### src/rtl/wind_lights_pkg.sv
`default_nettype none
// ============================================================================
// Module      : wind_lights_pkg
// Description : Shared types and pattern helpers for the wind-light bar.
//               mode_t encodes the SW mode select. center_pat/edges_pat build
//               the named patterns for an N-wide bar. They return a c_MAX_N
//               wide vector, so callers truncate the result to their own width.
// Revision    : 1.0 - initial release
// ============================================================================
package wind_lights_pkg;

    typedef enum logic [1:0] {
        MODE_CALM  = 2'b00,
        MODE_LEFT  = 2'b01,
        MODE_RIGHT = 2'b10,
        MODE_HOLD  = 2'b11
    } mode_t;

    // Widest bar the helper functions can describe.
    localparam int c_MAX_N = 64;

    // Only bit n/2 set.
    function automatic logic [c_MAX_N-1:0] center_pat(input int n);
        return c_MAX_N'(1) << (n / 2);
    endfunction

    // Bits 0 and n-1 set.
    function automatic logic [c_MAX_N-1:0] edges_pat(input int n);
        return c_MAX_N'(1) | (c_MAX_N'(1) << (n - 1));
    endfunction

endpackage
`default_nettype wire

### src/rtl/wind_lights_n_step_divider.sv
`default_nettype none
// ============================================================================
// Module      : step_divider
// Description : Free-running 0..TICK_DIV-1 counter. tick is combinational and
//               is high for the whole cycle in which the counter sits at
//               TICK_DIV-1, so the following rising edge is the wrap edge.
//               With TICK_DIV=1, tick is high every cycle.
// Ports       : clk   - system clock
//               reset - synchronous active-high reset, clears the counter
//               tick  - high during the wrap cycle
// Revision    : 1.0 - initial release
// ============================================================================
module step_divider #(
    parameter int TICK_DIV = 1
) (
    input  logic clk,
    input  logic reset,
    output logic tick
);

    localparam int c_CW = (TICK_DIV > 1) ? $clog2(TICK_DIV) : 1;
    localparam logic [c_CW-1:0] c_LAST = c_CW'(TICK_DIV - 1);

    logic [c_CW-1:0] r_count;
    logic            w_wrap;

    assign w_wrap = (r_count == c_LAST);
    assign tick   = w_wrap;

    always_ff @(posedge clk) begin
        if (reset) begin
            r_count <= '0;
        end else if (w_wrap) begin
            r_count <= '0;
        end else begin
            r_count <= r_count + c_CW'(1);
        end
    end

endmodule
`default_nettype wire

### src/rtl/wind_lights_n.sv
`default_nettype none
// ============================================================================
// Module      : wind_lights_n
// Description : N-wide animated wind-light bar. On each step edge of the
//               internal divider, LEDR advances according to SW: calm
//               alternates CENTER/EDGES, left and right rotate a single lit
//               LED, and hold freezes the bar. Between step edges LEDR holds.
// Ports       : clk   - system clock
//               reset - synchronous active-high reset
//               SW    - mode select, sampled only on step edges
//               LEDR  - registered light pattern
//               step  - registered one-cycle pulse after each step edge
// Revision    : 1.0 - initial release
// ============================================================================
module wind_lights_n
    import wind_lights_pkg::*;
#(
    parameter int N        = 3,
    parameter int TICK_DIV = 1
) (
    input  logic         clk,
    input  logic         reset,
    input  logic [1:0]   SW,
    output logic [N-1:0] LEDR,
    output logic         step
);

    generate
        if (N < 3 || (N % 2) == 0 || N > c_MAX_N) begin : g_bad_n
            $error("wind_lights_n: N must be odd, at least 3 and at most c_MAX_N");
        end
        if (TICK_DIV < 1) begin : g_bad_div
            $error("wind_lights_n: TICK_DIV must be at least 1");
        end
    endgenerate

    localparam logic [N-1:0] c_CENTER = N'(center_pat(N));
    localparam logic [N-1:0] c_EDGES  = N'(edges_pat(N));
    localparam logic [N-1:0] c_BIT0   = N'(1);
    localparam logic [N-1:0] c_BITTOP = c_BIT0 << (N - 1);

    logic [N-1:0] r_ledr;
    logic         r_step;
    logic         w_tick;
    logic [N-1:0] w_next;
    mode_t        w_mode;

    step_divider #(
        .TICK_DIV (TICK_DIV)
    ) u_div (
        .clk   (clk),
        .reset (reset),
        .tick  (w_tick)
    );

    assign w_mode = mode_t'(SW);

    // Next pattern. Values outside the reachable set (e.g. all-zero, several
    // bits lit) fall into the non-CENTER / non-one-hot branches and recover.
    always_comb begin
        w_next = r_ledr;
        case (w_mode)
            MODE_CALM:  w_next = (r_ledr == c_CENTER) ? c_EDGES : c_CENTER;
            MODE_LEFT:  w_next = $onehot(r_ledr) ? {r_ledr[N-2:0], r_ledr[N-1]} : c_BIT0;
            MODE_RIGHT: w_next = $onehot(r_ledr) ? {r_ledr[0], r_ledr[N-1:1]} : c_BITTOP;
            MODE_HOLD:  w_next = r_ledr;
            default:    w_next = r_ledr;
        endcase
    end

    // Reset takes priority over a coincident step edge.
    always_ff @(posedge clk) begin
        if (reset) begin
            r_ledr <= c_CENTER;
            r_step <= 1'b0;
        end else begin
            r_step <= w_tick;
            if (w_tick) begin
                r_ledr <= w_next;
            end
        end
    end

    assign LEDR = r_ledr;
    assign step = r_step;

endmodule
`default_nettype wire
### config.mk
export PLATFORM = sky130hd
export DESIGN_NAME = wind_lights_n
export DESIGN_NICKNAME = d
export VERILOG_FILES = /design/src/rtl/wind_lights_pkg.sv /design/src/rtl/wind_lights_n_step_divider.sv /design/src/rtl/wind_lights_n.sv
export SDC_FILE = /design/constraint.sdc
export NUM_CORES = 1
export LEC_CHECK = 0
export ABC_AREA = 1
export CAP_MARGIN = 10
export CORE_AREA = 2 2 39 41
export DETAILED_ROUTE_END_ITERATION = 12
export DIE_AREA = 0 0 41 43
export PLACE_DENSITY = 0.59
export SLEW_MARGIN = 20
export SYNTH_ARGS = -nofsm -noshare
export SYNTH_HDL_FRONTEND = slang
export SYNTH_SLANG_ARGS = --single-unit
### constraint.sdc
create_clock -name clk -period 1.4 [get_ports clk]
set_input_delay 0.42 -clock clk [delete_from_list [all_inputs] [get_ports clk]]
set_output_delay 0.42 -clock clk [all_outputs]
set_load 0.02 [all_outputs]
-- Word level (Yosys, flattened, before mapping)
Index checks and enable logic that the tools add are counted.
- multiplexer cells: 4
- eq/ne operators: 5
- $add $sub $neg: 3
- reduce and logical (&&, ||, !) cells: 3
- bitwise gates (word level): 2
- operators by type and width (cell ; number):
    two-way mux 3 bit ; 3
    case mux 3 bit (3 select lines) ; 1
    equality test 2 x 1 -> 1 bit (second input constant) ; 2
    equality test 2 bit (second input constant) ; 2
    equality test 3 x 2 -> 1 bit (second input constant) ; 1
    adder 1 x 1 -> 2 bit ; 1
    adder 2 x 1 -> 2 bit ; 1
    logical NOT 2 bit ; 1
    NOT 1 bit ; 2
    AND reduction 2 bit ; 1
    OR reduction 2 bit ; 1
    adder 1 bit (second input constant) ; 1
- bits of input ports: 4
- register bits after elaboration: 5

-- Depth between registers and ports, before layout
- depth after elaboration: 5
- gate-level depth with buffers: 8
- gate-level depth less buffers: 8

-- Modules after synthesis
A second synthesis with hierarchy kept.
- cell total of the unflattened synthesis: 47
- area, all modules: 325.3 µm²
- modules (own cells, without submodules) (module ; area each (µm²) ; seq. area each (µm²) ; times used ; cells each):
    wind_lights_n ; 297.8 ; 80.1 ; 1 ; 44
    step_divider ; 27.5 ; 20.0 ; 1 ; 3

-- Worst setup path after synthesis
No wires, ideal clock.
- kind: reg2reg
- start: register r_ledr[0] (netlist: LEDR[0])
- end: register r_ledr[2] (netlist: LEDR[2])
- required time: 1.330 ns
- path slack: -0.143 ns
- period minus slack after synthesis: 1.543 ns
- buffers on the path: 0
- library setup time: 0.070 ns
- cell stages (with the launch flop): 9
- data arrival time: 1.474 ns
- path through: dfxtp_1 -> inv_1 -> fa_1 -> inv_2 -> nand3_1 -> nand2_1 -> nand2_1 -> nand2_1 -> a21oi_1
- longest elaborated chain between the ends: 5
- elaborated cells between the ends (all ways): 8
- ends and longest elaborated chain (item ; RTL line ; text):
    start: declaration ; wind_lights_n.sv:42 ; logic [N-1:0] r_ledr;
    start signal: assignment ; wind_lights_n.sv:74 ; r_ledr <= c_CENTER;
    start signal: assignment ; wind_lights_n.sv:79 ; r_ledr <= w_next;
    adder 1 x 1 -> 2 bit (implied by the code) ; wind_lights_n.sv:64, wind_lights_n.sv:65 ;
    adder 2 x 1 -> 2 bit (implied by the code) ; wind_lights_n.sv:64, wind_lights_n.sv:65 ;
    equality test 2 x 1 -> 1 bit ; wind_lights_n.sv:64, wind_lights_n.sv:65 ;
    two-way mux 3 bit (on tied branches) ; wind_lights_n.sv:65, wind_lights_n.sv:64 ;
    case mux 3 bit (3 select lines) (*) ; wind_lights_n.sv:62 ; case (w_mode)
Mark *: on every way between the ends. The rest lies on a longest branch, timed or not.
A chain may end at the register's enable or synchronous reset.

-- Final worst setup path
Same ends and word-level chain as after synthesis.

==> run metrics <==
failing checks negative setup slack; Critical Path RT 1570 ps; Mapped Area between 300 and 400 sq um; I/O Buffers 7; final period utilization 102%; CP cell instances inv_2 > fa_1 > inv_2 > nand3_1 > nand2_1 > nand2_1 > nand2_1 > a21oi_2; Reg2Reg Depth 8; vias in the first global route 303; Num Clock Sinks 5; Final ANT Viol Nets 0; Fin Setup TNS -49.5 ps; Max-cap violations 0; Seq/Total Area, Yosys 31.1%; Final Max Slew Viols 0; Setup Viol. Count Final 2; Diodes inserted 0; leakage 0.255 nW; crit path capture type flip-flop; crit-path leading delay family adder cells; Root Buffer clkbuf_4; crit path buf inv count 2; CTS clk-pin slew, worst paths 40 ps; Hold Crit Start u_div.r_count; Yosys reg bits 5; Area Growth Syn to Fin 64.2%; Post-Syn Nets 52; core area 1380 sq um; H-tree depth 1; first-pass GRT wire length 1200 um; Clock Skew 1.47 ps; worst skew pair latency 240 ps; P per Cell Area 954 nW/um^2; met1 wire length between 300 and 400 um; Die Ht 43 um; CTS tree yes; Die Wd 41 um; placed instance area 465 sq um; initial antenna violation count 0; largest net degree at the start of global routing 6; Finished Cell Area approximately 530 sq um; CTS max path bufs 2; Top Metal Used met3; Hold EP step; total CTS buffers 3; Placement Setup Slack -375 ps; Tightest Hold Check Type reg2reg; post-route setup slack -26.4 ps; status finished with violations; drt via density between 4 and 5; Worst Setup Path Type reg2reg; Final min period about 1400 ps; reg2reg start LEDR[0]; routability cong. 0.765; synth warn 0; RSZ-0062 raised after global routing yes; vias 330; DIE AREA 1760 sq um; iteration count of the initial detailed-routing pass 4; Cells after DPL 73; peak fanout along the critical path 5; Ports 8; WHS 448 ps; wirelength, routed 689 um; all-layer global routing usage 10.3%; met3 WL post-DR 49 um; share of layout cells above drive strength 1 41.0%; cell mode on critical path nand2_1; maximum VDD drop ~530 uV; Std-Cell Rows 14; fin util 38.2%; starting density of the core a little under a quarter; synthesized area per cell 7.31 sq um; Finished Layout Cells 77; hold path cells 1; DR WL/cell 8.95 um; total power between 0.5 and 0.6 mW; post-DP HPWL 570 um; DRC 0; Distinct cells, synth 15; FMAX between 0.7 and 0.8 GHz; crit path DAT roughly 1600 ps; reg2reg end LEDR[2]; Hold Vio Cnt, Final 0; drt initial violations 8; Startpoint Class flip-flop; Overflow after GRT 0; post-CTS setup buffer count 0; Nets 70; Post-Syn Instances 44; met2 WL post-DR roughly 330 um; critical path's largest stage delay 550 ps; reg-to-reg slack, setup -30 ps; highest-delay cell along the critical path fa_1
layout by cell type (no fill, tap or decap):
cell | synthesis | final
ha_4 | 0 | 1
inv_2 | 2 | 5
buf_4 | 0 | 6
a31oi_4 | 0 | 1
a21oi_1 | 4 | 1
a21oi_2 | 0 | 3
dfxtp_2 | 0 | 1
conb_1 | 1 | 1
clkbuf_1 | 0 | 1
ha_2 | 0 | 1
dlygate4sd2_1 | 0 | 5
clkbuf_4 | 0 | 3
clkdlybuf4s50_1 | 0 | 1
dlymetal6s2s_1 | 0 | 1
nand3_1 | 2 | 1
dfxtp_4 | 0 | 2
nor2_1 | 2 | 2
ha_1 | 3 | 1
o21ai_0 | 2 | 1
fa_1 | 1 | 1
o21ai_1 | 1 | 2
nand2_1 | 10 | 10
nand3_2 | 0 | 1
nor2_4 | 1 | 1
dfxtp_1 | 5 | 2
nand4_1 | 2 | 2
inv_1 | 7 | 4
report_power, final:
| part | total, mW | switching (mW) | internal, mW | leakage [nW] |
|---|---|---|---|---|
| registers | 0.163 | 0.00829 | 0.155 | 0.0427 |
| logic | 0.177 | 0.0994 | 0.0780 | 0.197 |
| clock network | 0.163 | 0.0556 | 0.108 | 0.0150 |
| total | 0.504 | 0.163 | 0.340 | 0.255 |
area by class of cell:
class | instances | area [sq um]
inverter | 9 | 33.8
timing repair buffer | 13 | 111
multi-input combinational | 30 | 228
sequential | 5 | 109
fill | 155 | 856
tap | 16 | 20.0
clock buffer | 4 | 26.3
worst max path at each step:
stage          slack [ps]  cells after the start       to    start
2_1_floorplan          20                      8  LEDR[2]  LEDR[0]
3_3_place_gp         -340                      5  LEDR[2]    SW[0]
3_5_place_dp         -380                      5  LEDR[2]    SW[0]
4_1_cts               -40                      8  LEDR[2]  LEDR[1]
5_1_grt               -90                      8  LEDR[2]  LEDR[0]
6_report              -30                      8  LEDR[2]  LEDR[0]
cells in the mapped netlist (all sizes together):
cell type / instances / area (sq um)
nand2: 10 / 37.5
inv: 9 / 33.8
dfxtp: 5 / 100
a21oi: 4 / 20.0
ha: 3 / 37.5
nor2: 3 / 18.8
o21ai: 3 / 15.0
nand3: 2 / 10.0
nand4: 2 / 12.5
a31oi: 1 / 12.5
conb: 1 / 3.75
fa: 1 / 20.0
cells by family after synthesis:
kind of cell / count (synthesis) / share of synthesized area (%)
buffers and inverters: 9 / 10.5
AO/OA/AOI/OAI: 8 / 14.8
other: 1 / 1.17
adder cells (fa/ha/maj): 4 / 17.9
flip-flops: 5 / 31.1
AND/OR/NAND/NOR: 17 / 24.5
timing repair:
item                                    4_1_cts  5_1_grt
resized for setup                            12        4
pin swaps                                     6        4
cloned                                        0        0
hold buffers                                  0        0
endpoints found under the setup margin        7        3
registers in the layout (all words and copies together) (netlist names):
signal / flops
LEDR: 3
step: 1
u_div.r_count: 1
per-layer routing:
layer / up-vias / global-route usage [%]
met5: - / 0
met2: 10 / 15.3
met3: 0 / 6.28
li1: 172 / -
met1: 148 / 11.3
met4: 0 / 4.00
Power figures use the tool's default switching activity.
